$ cat config.mk
export PLATFORM = sky130hd
export DESIGN_NAME = br_resolve
export DESIGN_NICKNAME = d
export VERILOG_FILES = /design/src/rtl/br_resolve.sv
export SDC_FILE = /design/constraint.sdc
export NUM_CORES = 1
export LEC_CHECK = 0
export CELL_PAD_IN_SITES_DETAIL_PLACEMENT = 0
export CELL_PAD_IN_SITES_GLOBAL_PLACEMENT = 2
export CORE_MARGIN = 5
export CORE_UTILIZATION = 42
export DETAILED_ROUTE_END_ITERATION = 8
export PLACE_DENSITY = 0.81
export SLEW_MARGIN = 5
export SYNTH_ARGS = -nofsm -noshare
export SYNTH_HDL_FRONTEND = slang
export SYNTH_SLANG_ARGS = --single-unit
$ cat constraint.sdc
create_clock -name clk_i -period 8.6 [get_ports clk_i]
set_clock_uncertainty 0.2 [all_clocks]
set_input_delay 1.72 -clock clk_i [delete_from_list [all_inputs] [get_ports clk_i]]
set_output_delay 1.72 -clock clk_i [all_outputs]
set_load 0.1 [all_outputs]
$ cat src/rtl/br_resolve.sv
// Branch resolution unit: in-order queue of fetch-time predictions, compared
// against execute outcomes; drives predictor update, PC redirect and stats.
module br_resolve #(
   parameter int unsigned DEPTH = 4
) (
   input  logic        clk_i,
   input  logic        rst_ni,
   input  logic        fetch_push_i,
   input  logic [31:0] fetch_pc_i,
   input  logic        fetch_take_i,
   input  logic [31:0] fetch_target_i,
   input  logic [1:0]  fetch_index_i,
   input  logic        ex_valid_i,
   input  logic        ex_taken_i,
   input  logic [31:0] ex_target_i,
   output logic        q_full_o,
   output logic        q_empty_o,
   output logic        upd_br_o,
   output logic        upd_taken_o,
   output logic        upd_correct_o,
   output logic [31:0] upd_target_o,
   output logic [1:0]  upd_index_o,
   output logic        redirect_o,
   output logic [31:0] redirect_pc_o,
   output logic [31:0] stat_branches_o,
   output logic [31:0] stat_mispredicts_o
);

   localparam int unsigned AW = $clog2(DEPTH);
   localparam logic [AW:0]   CNT_DEPTH = (AW + 1)'(DEPTH);
   localparam logic [AW:0]   CNT_ONE   = (AW + 1)'(1);
   localparam logic [AW-1:0] PTR_ONE   = AW'(1);

   logic [31:0]   pc_q     [DEPTH];
   logic          take_q   [DEPTH];
   logic [31:0]   target_q [DEPTH];
   logic [1:0]    index_q  [DEPTH];

   logic [AW-1:0] rd_ptr_q, rd_ptr_d;
   logic [AW-1:0] wr_ptr_q, wr_ptr_d;
   logic [AW:0]   count_q, count_d;

   logic          upd_br_q, upd_taken_q, upd_correct_q, redirect_q;
   logic [31:0]   upd_target_q, redirect_pc_q;
   logic [1:0]    upd_index_q;
   logic [31:0]   stat_br_q, stat_mis_q;

   logic          pop, mispredict, push_ok;
   logic [31:0]   head_pc, head_target;
   logic          head_take;
   logic [1:0]    head_index;

   assign q_full_o  = (count_q == CNT_DEPTH);
   assign q_empty_o = (count_q == '0);

   assign head_pc     = pc_q[rd_ptr_q];
   assign head_take   = take_q[rd_ptr_q];
   assign head_target = target_q[rd_ptr_q];
   assign head_index  = index_q[rd_ptr_q];

   // Resolve the oldest entry; a mispredict makes every younger entry (and any
   // same-cycle push) wrong-path, so the push is suppressed.
   always_comb begin
      pop        = ex_valid_i && !q_empty_o;
      mispredict = pop && ((ex_taken_i != head_take) ||
                           (ex_taken_i && head_take && (ex_target_i != head_target)));
      push_ok    = fetch_push_i && (!q_full_o || pop) && !mispredict;
   end

   // Next pointer/count values, with flush taking priority on mispredict.
   always_comb begin
      rd_ptr_d = rd_ptr_q;
      wr_ptr_d = wr_ptr_q;
      count_d  = count_q;
      if (mispredict) begin
         rd_ptr_d = wr_ptr_q;
         count_d  = '0;
      end else begin
         if (pop)     rd_ptr_d = rd_ptr_q + PTR_ONE;
         if (push_ok) wr_ptr_d = wr_ptr_q + PTR_ONE;
         case ({push_ok, pop})
            2'b10:   count_d = count_q + CNT_ONE;
            2'b01:   count_d = count_q - CNT_ONE;
            default: count_d = count_q;
         endcase
      end
   end

   // Queue payload storage; contents are only meaningful while counted.
   always_ff @(posedge clk_i) begin
      if (push_ok) begin
         pc_q[wr_ptr_q]     <= fetch_pc_i;
         take_q[wr_ptr_q]   <= fetch_take_i;
         target_q[wr_ptr_q] <= fetch_target_i;
         index_q[wr_ptr_q]  <= fetch_index_i;
      end
   end

   // Queue control state.
   always_ff @(posedge clk_i or negedge rst_ni) begin
      if (!rst_ni) begin
         rd_ptr_q <= '0;
         wr_ptr_q <= '0;
         count_q  <= '0;
      end else begin
         rd_ptr_q <= rd_ptr_d;
         wr_ptr_q <= wr_ptr_d;
         count_q  <= count_d;
      end
   end

   // Registered predictor update, redirect and statistics; data fields hold
   // between strobes.
   always_ff @(posedge clk_i or negedge rst_ni) begin
      if (!rst_ni) begin
         upd_br_q      <= 1'b0;
         upd_taken_q   <= 1'b0;
         upd_correct_q <= 1'b0;
         upd_target_q  <= '0;
         upd_index_q   <= '0;
         redirect_q    <= 1'b0;
         redirect_pc_q <= '0;
         stat_br_q     <= '0;
         stat_mis_q    <= '0;
      end else begin
         upd_br_q   <= pop;
         redirect_q <= mispredict;
         if (pop) begin
            upd_taken_q   <= ex_taken_i;
            upd_correct_q <= !mispredict;
            upd_target_q  <= ex_target_i;
            upd_index_q   <= head_index;
            stat_br_q     <= stat_br_q + 32'd1;
         end
         if (mispredict) begin
            redirect_pc_q <= ex_taken_i ? ex_target_i : (head_pc + 32'd4);
            stat_mis_q    <= stat_mis_q + 32'd1;
         end
      end
   end

   assign upd_br_o           = upd_br_q;
   assign upd_taken_o        = upd_taken_q;
   assign upd_correct_o      = upd_correct_q;
   assign upd_target_o       = upd_target_q;
   assign upd_index_o        = upd_index_q;
   assign redirect_o         = redirect_q;
   assign redirect_pc_o      = redirect_pc_q;
   assign stat_branches_o    = stat_br_q;
   assign stat_mispredicts_o = stat_mis_q;

endmodule

Word-level counts from Yosys, hierarchy flattened
Memories as Yosys holds them, arrays and structs flattened. A register that Yosys moved wholly into a read port is not among the register bits.
Index checks and enable logic that the tools add are counted.
Widths: inputs -> output; s select.
{"block": "op_classes", "add_sub_neg": 7, "n_eq_ne": 5, "n_mux": 7, "bitwise_logic": 1, "reduce_logical": 16}
{"op": "$add 32x1->32 const B", "n": 2}
{"op": "$add 32x3->32 const B", "n": 1}
{"op": "$mux 32", "n": 1}
{"op": "$ne 32x32->1", "n": 1}
{"op": "$logic_and 1x1->1", "n": 6}
{"op": "$pmux 3 s2", "n": 1}
{"op": "$add 2x1->2 const B", "n": 2}
{"op": "$logic_not 1->1", "n": 4}
{"op": "$mux 2", "n": 2}
{"op": "$add 3x1->3 const B", "n": 1}
{"op": "$eq 3x3->1 const B", "n": 1}
{"op": "$logic_not 3->1", "n": 1}
{"op": "$mux 3", "n": 1}
{"op": "$reduce_bool 3->1", "n": 1}
{"op": "$sub 3x1->3 const B", "n": 1}
{"op": "$eq 2x1->1 const B", "n": 1}
{"op": "$eq 2x2->1 const B", "n": 1}
{"op": "$logic_or 1x1->1", "n": 2}
{"op": "$mux 1", "n": 2}
{"op": "$reduce_and 2->1", "n": 1}
{"op": "$reduce_bool 2->1", "n": 1}
{"op": "$ne 1x1->1", "n": 1}
{"op": "$not 1->1", "n": 1}
{"block": "totals", "register_bits": 139, "ramBits": 268, "input_bits": 104, "out_inout_bits": 136, "wordCells": 51, "mem_count": 4}
{"memory": "pc_q", "depth": 4, "word_bits": 32, "rd": 1, "rd_ports_with_merged_regs": 0, "wr": 1, "line": "34", "source": "logic [31:0] pc_q [DEPTH];"}
{"memory": "target_q", "depth": 4, "word_bits": 32, "rd": 1, "rd_ports_with_merged_regs": 0, "wr": 1, "line": "36", "source": "logic [31:0] target_q [DEPTH];"}
{"memory": "index_q", "depth": 4, "word_bits": 2, "rd": 1, "rd_ports_with_merged_regs": 1, "wr": 1, "line": "37", "source": "logic [1:0] index_q [DEPTH];"}
{"memory": "take_q", "depth": 4, "word_bits": 1, "rd": 1, "rd_ports_with_merged_regs": 0, "wr": 1, "line": "35", "source": "logic take_q [DEPTH];"}

Logic depth before layout (Yosys ltp)
An unclocked memory read counts as a cell.
{"block": "logic_depth", "word_depth": 10, "depth_mapped": 20}

Least setup slack after synthesis
No wires, ideal clock.
{"block": "synth_path", "path_type": "reg2reg", "start": "reg count_q[0]", "end": "mem index_q[0][0] (enable)", "setup_time_ns": 0.432, "t_arrival_ns": 5.137, "t_required_ns": 7.968, "setup_slack_ns": 2.830, "stages_incl_launch_ff": 10, "path_cell_list": "dfrtp_1 nor3_1 nand2b_1 inv_1 o21ai_0 a31o_1 buf_4 inv_2 nor2_4 and2_1"}
{"block": "synth_via", "elab_chain_len": 8}
{"element": "from (decl)", "line": "41", "source": "logic [AW:0] count_q, count_d;"}
{"element": "from (signal assigned)", "line": "108", "source": "count_q <= count_d;"}
{"element": "$logic_not 3->1 (*)", "line": "54", "source": "assign q_empty_o = (count_q == '0);"}
{"element": "named net q_empty_o", "line": "17", "source": "output logic q_empty_o,"}
{"element": "$logic_not 1->1 (*)", "line": "64", "source": "pop = ex_valid_i && !q_empty_o;"}
{"element": "$logic_and 1x1->1 (*)", "line": "64"}
{"element": "$logic_or 1x1->1 or $logic_and 1x1->1 (tied branches)", "line": "67, 65"}
{"element": "$logic_and 1x1->1 or $logic_not 1->1 (tied branches)", "line": "67", "source": "push_ok = fetch_push_i && (!q_full_o || pop) && !mispredict;"}
{"element": "$logic_and 1x1->1 (*)", "line": "67"}
{"element": "$mux 1 (*)", "line": "91", "source": "if (push_ok) begin"}
{"element": "$mux 1 (implied by the code) (*)", "line": "95", "source": "index_q[wr_ptr_q] <= fetch_index_i;"}
{"element": "to (decl)", "line": "37"}
Mark *: on every way through the listed nets, which the timed path passes. The rest lies on a longest branch.

Final worst setup path
{"block": "layout_path", "start": "reg rd_ptr_q[0]", "end": "mem pc_q[2][31] (enable)"}
{"block": "layout_via", "elab_chain_len": 9}
{"element": "from (decl)", "line": "39", "source": "logic [AW-1:0] rd_ptr_q, rd_ptr_d;"}
{"element": "from (signal assigned)", "line": "106", "source": "rd_ptr_q <= rd_ptr_d;"}
{"element": "$mem_v2 4x32 or $mem_v2 4x1 (tied branches)"}
{"element": "$ne 32x32->1 or $logic_and 1x1->1 (tied branches)", "line": "66", "source": "(ex_taken_i && head_take && (ex_target_i != head_target)));"}
{"element": "$logic_and 1x1->1", "line": "66"}
{"element": "$logic_or 1x1->1 (*)", "line": "65", "source": "mispredict = pop && ((ex_taken_i != head_take) ||"}
{"element": "$logic_and 1x1->1 (*)", "line": "65"}
{"element": "$logic_not 1->1 (*)", "line": "67"}
{"element": "$logic_and 1x1->1 (*)", "line": "67"}
{"element": "$mux 1 (*)", "line": "91"}
{"element": "$mux 1 (implied by the code) (*)", "line": "92", "source": "pc_q[wr_ptr_q] <= fetch_pc_i;"}
{"element": "to (decl)", "line": "34"}
Every way passes the cells marked *; elsewhere a longest branch is shown, timed or not.

==> metrics.txt <==
outcome=finished clean; Sink Count=409; fin crit share=0.642; port bufs=239; Pwr Density=391 nW/um^2; die area=44300 um^2; CTS buffer count=44; Reg-to-Reg End=pc_q[2][31]$_DFFE_PP_; slew margin rel.=0.299; R2R depth=10; Detailed Place HPWL=29.2 mm; #FFs+latches synth=409; minimum clock period=5.52 ns; worst hold path stage count=1; Peak supply drop=0.000262 V; LEAKAGE=0.00774 uW; Post-synth top flop=edfxtp_1; worst setup path class=flop to flop; Synth cell types=57; Worst-Skew Late Latency=0.56 ns; Critical Path Start Type=flop; DR pass1 iterations=5; clock slew at reported path FFs=0.05 ns; final number of setup-violating endpoints=0; initial core utilization=0.424; RSZ-0062 raised after global routing=false; crit path max fanout=42; final hold vios=0; CTS max path bufs=3; Crit. End Element=flop; layout net count=1460; hold crit path type=flop to flop; synth warn=0; async set-reset flop share out of synthesis=0.345; DR vias=9872; total of max-cap violations=0; syn avg cell area=15.4 um^2; Hold Buf Count CTS=0; Slew @ Worst Pin=1.05 ns; DR WL/cell=22.3 um; GRT overflow=0; share of layout cells above drive strength 1=0.120; Die Y=210 um; cell area after synthesis=16900 um^2; vias per cell=5.17; first-pass GRT wire length=64.9 mm; post-synthesis sequential area ratio=0.687; GRT Util Overall=0.193; max frequency=181 MHz; initial antenna violation count=3; Area Overhead vs Synth=25.7%; vias in the first global route=10.3k; final total power=8290 uW; Syn Inst Count=1096; antenna viol nets, final=0; FF-to-FF Start=rd_ptr_q[0]$_DFFE_PN0P_; min-delay src=stat_mispredicts_o[31]$_DFFE_PN0N_; TNS Setup=0 ns; WHS=0.266 ns; Root Driver=clkbuf_16; Starting DRT DRC Count=638; worst slack at placement=2.64 ns; DP Area=19700 um^2; # Post-CTS Setup Buffers=0; routability cong.=0.758; I/O pin cnt=240; final instance area=21200 um^2; Post-synth EDFFs=268; Chip Width=210 um; final worst slack=3.08 ns; WL final=42.6 mm; Remaining DRCs=0; Final Slew Violations=0; core area=39700 um^2; CP required=8.58 ns; largest net degree at the start of global routing=78; row cnt=73; CTS tree=done; post-CTS sizing=0; syn_nets=1209; H-tree depth=2; worst reg-to-reg setup slack=3.08 ns; crit path DAT=5.50 ns; Hold Path End=stat_mispredicts_o[31]$_DFFE_PN0N_
## state kept, by name (all words and copies together), names as in the netlist, 3 cells and up
signal,count
index_q,8
stat_mispredicts_o,32
take_q,4
upd_target_o,32
redirect_pc_o,32
target_q,128
pc_q,128
stat_branches_o,32
count_q,3
## cells in the mapped netlist (3+ instances only)
| master | n | share of area |
|---|---|---|
| xor2_1 | 21 | 0.011 |
| mux4_2 | 66 | 0.088 |
| or3_1 | 3 | 0.0011 |
| nor2_1 | 22 | 0.0049 |
| buf_4 | 4 | 0.0018 |
| and3_1 | 17 | 0.0063 |
| o21ai_1 | 15 | 0.0045 |
| a21oi_1 | 13 | 0.0039 |
| nor4_1 | 4 | 0.0015 |
| and2_1 | 10 | 0.0037 |
| dfrtp_1 | 141 | 0.21 |
| buf_6 | 5 | 0.0033 |
| buf_2 | 9 | 0.0027 |
| ha_1 | 8 | 0.0059 |
| mux2i_1 | 11 | 0.0065 |
| xnor2_1 | 101 | 0.052 |
| nor2b_1 | 5 | 0.0019 |
| and4_1 | 7 | 0.0036 |
| clkbuf_1 | 22 | 0.0049 |
| inv_1 | 11 | 0.0024 |
| nor3_1 | 12 | 0.0036 |
| nand4_1 | 38 | 0.014 |
| nand2_1 | 184 | 0.041 |
| mux2_1 | 6 | 0.0040 |
| nand3_1 | 30 | 0.0089 |
| edfxtp_1 | 268 | 0.48 |
| o21ai_0 | 26 | 0.0077 |
| buf_12 | 4 | 0.0047 |
## critical path, cell delays in order, from the launching register on
cell	delay, ns
dfrtp_4	0.97
buf_4	0.47
mux4_1	0.64
xnor2_1	0.17
nand4_1	0.18
nor4_1	0.50
a31o_2	0.25
inv_2	0.30
nor2_4	0.33
and2_4	0.46
buf_4	0.60
## metrics by stage
step | util | cells
after floorplan | - | 1096
after global placement | 0.496 | 1826
after detailed placement | 0.496 | 1826
after CTS | 0.533 | 1908
after global routing | 0.534 | 1909
final | 0.534 | 1909
## cells in the final DEF (no fill, tap or decap), drive strengths merged, types with 2 or more instances in the layout
cell type / netlist / routed
a21oi: 13 / 13
a31oi: 2 / 2
and2: 10 / 10
and3: 17 / 17
and4: 7 / 7
buf: 24 / 14
bufinv: 0 / 6
clkbuf: 22 / 56
clkdlybuf4s50: 0 / 237
clkinv: 0 / 12
clkinvlp: 0 / 5
dfrtp: 141 / 141
edfxtp: 268 / 268
ha: 8 / 8
inv: 12 / 15
mux2: 7 / 7
mux2i: 11 / 11
mux4: 67 / 67
nand2: 184 / 184
nand3: 30 / 30
nand4: 39 / 39
nor2: 23 / 23
nor2b: 5 / 5
nor3: 14 / 14
nor3b: 3 / 3
nor4: 5 / 5
o211ai: 2 / 2
o21a: 2 / 2
o21ai: 41 / 41
or3: 3 / 3
xnor2: 101 / 101
xor2: 21 / 21
## power breakdown
part / internal [uW] / switching (uW) / leakage [uW]
Combinational: 1030 / 2480 / 0.00277
Clock: 1150 / 768 / 0.000707
Sequential: 2580 / 281 / 0.00426
## area by class of cell
cell class                 count  area (um^2)
clock buffer                  56         1170
inverter                      12         45.0
sequential                   409        11600
multi-input combinational    629         4950
fill                        3333        18500
timing repair buffer         251         2490
tap                          525          657
antenna                        1         2.50
clock inverter                26          304
## how the worst max path moves through the flow
stage | depth (start not counted) | slack (ns) | startpoint | to
floorplan | 9 | 2.83 | count_q[0]$_DFFE_PN0P_ | index_q[0][0]$_DFFE_PP_
global placement | 11 | 2.71 | ex_valid_i | pc_q[3][19]$_DFFE_PP_
detailed placement | 11 | 2.64 | ex_valid_i | pc_q[1][21]$_DFFE_PP_
CTS | 10 | 2.88 | rd_ptr_q[0]$_DFFE_PN0P_ | pc_q[3][10]$_DFFE_PP_
global route | 10 | 2.61 | rd_ptr_q[0]$_DFFE_PN0P_ | target_q[0][30]$_DFFE_PP_
finish | 10 | 3.08 | rd_ptr_q[0]$_DFFE_PN0P_ | pc_q[2][31]$_DFFE_PP_
## metal layers
metal | track usage | vias up | share of wire
met3 | 0.0441 | 47 | 0.060
met4 | 0.0439 | 4 | 0.015
met2 | 0.320 | 285 | 0.49
met1 | 0.263 | 4977 | 0.43
li1 | - | 4559 | -
met5 | 0 | - | 0.00075
## cell families (layout without fill, tap and decap cells)
| group | count (synthesis) | after routing | synth area share |
|---|---|---|---|
| multiplexers | 85 | 85 | 0.101 |
| AND/OR/NAND/NOR | 345 | 345 | 0.0985 |
| flip-flops | 409 | 409 | 0.687 |
| other | 0 | 1 | 0 |
| AO/OA/AOI/OAI | 68 | 68 | 0.0230 |
| buffers and inverters | 58 | 345 | 0.0206 |
| XOR/XNOR | 122 | 122 | 0.0634 |
| adder cells (fa/ha/maj) | 9 | 9 | 0.00712 |
(Power assumes the default switching activity.)
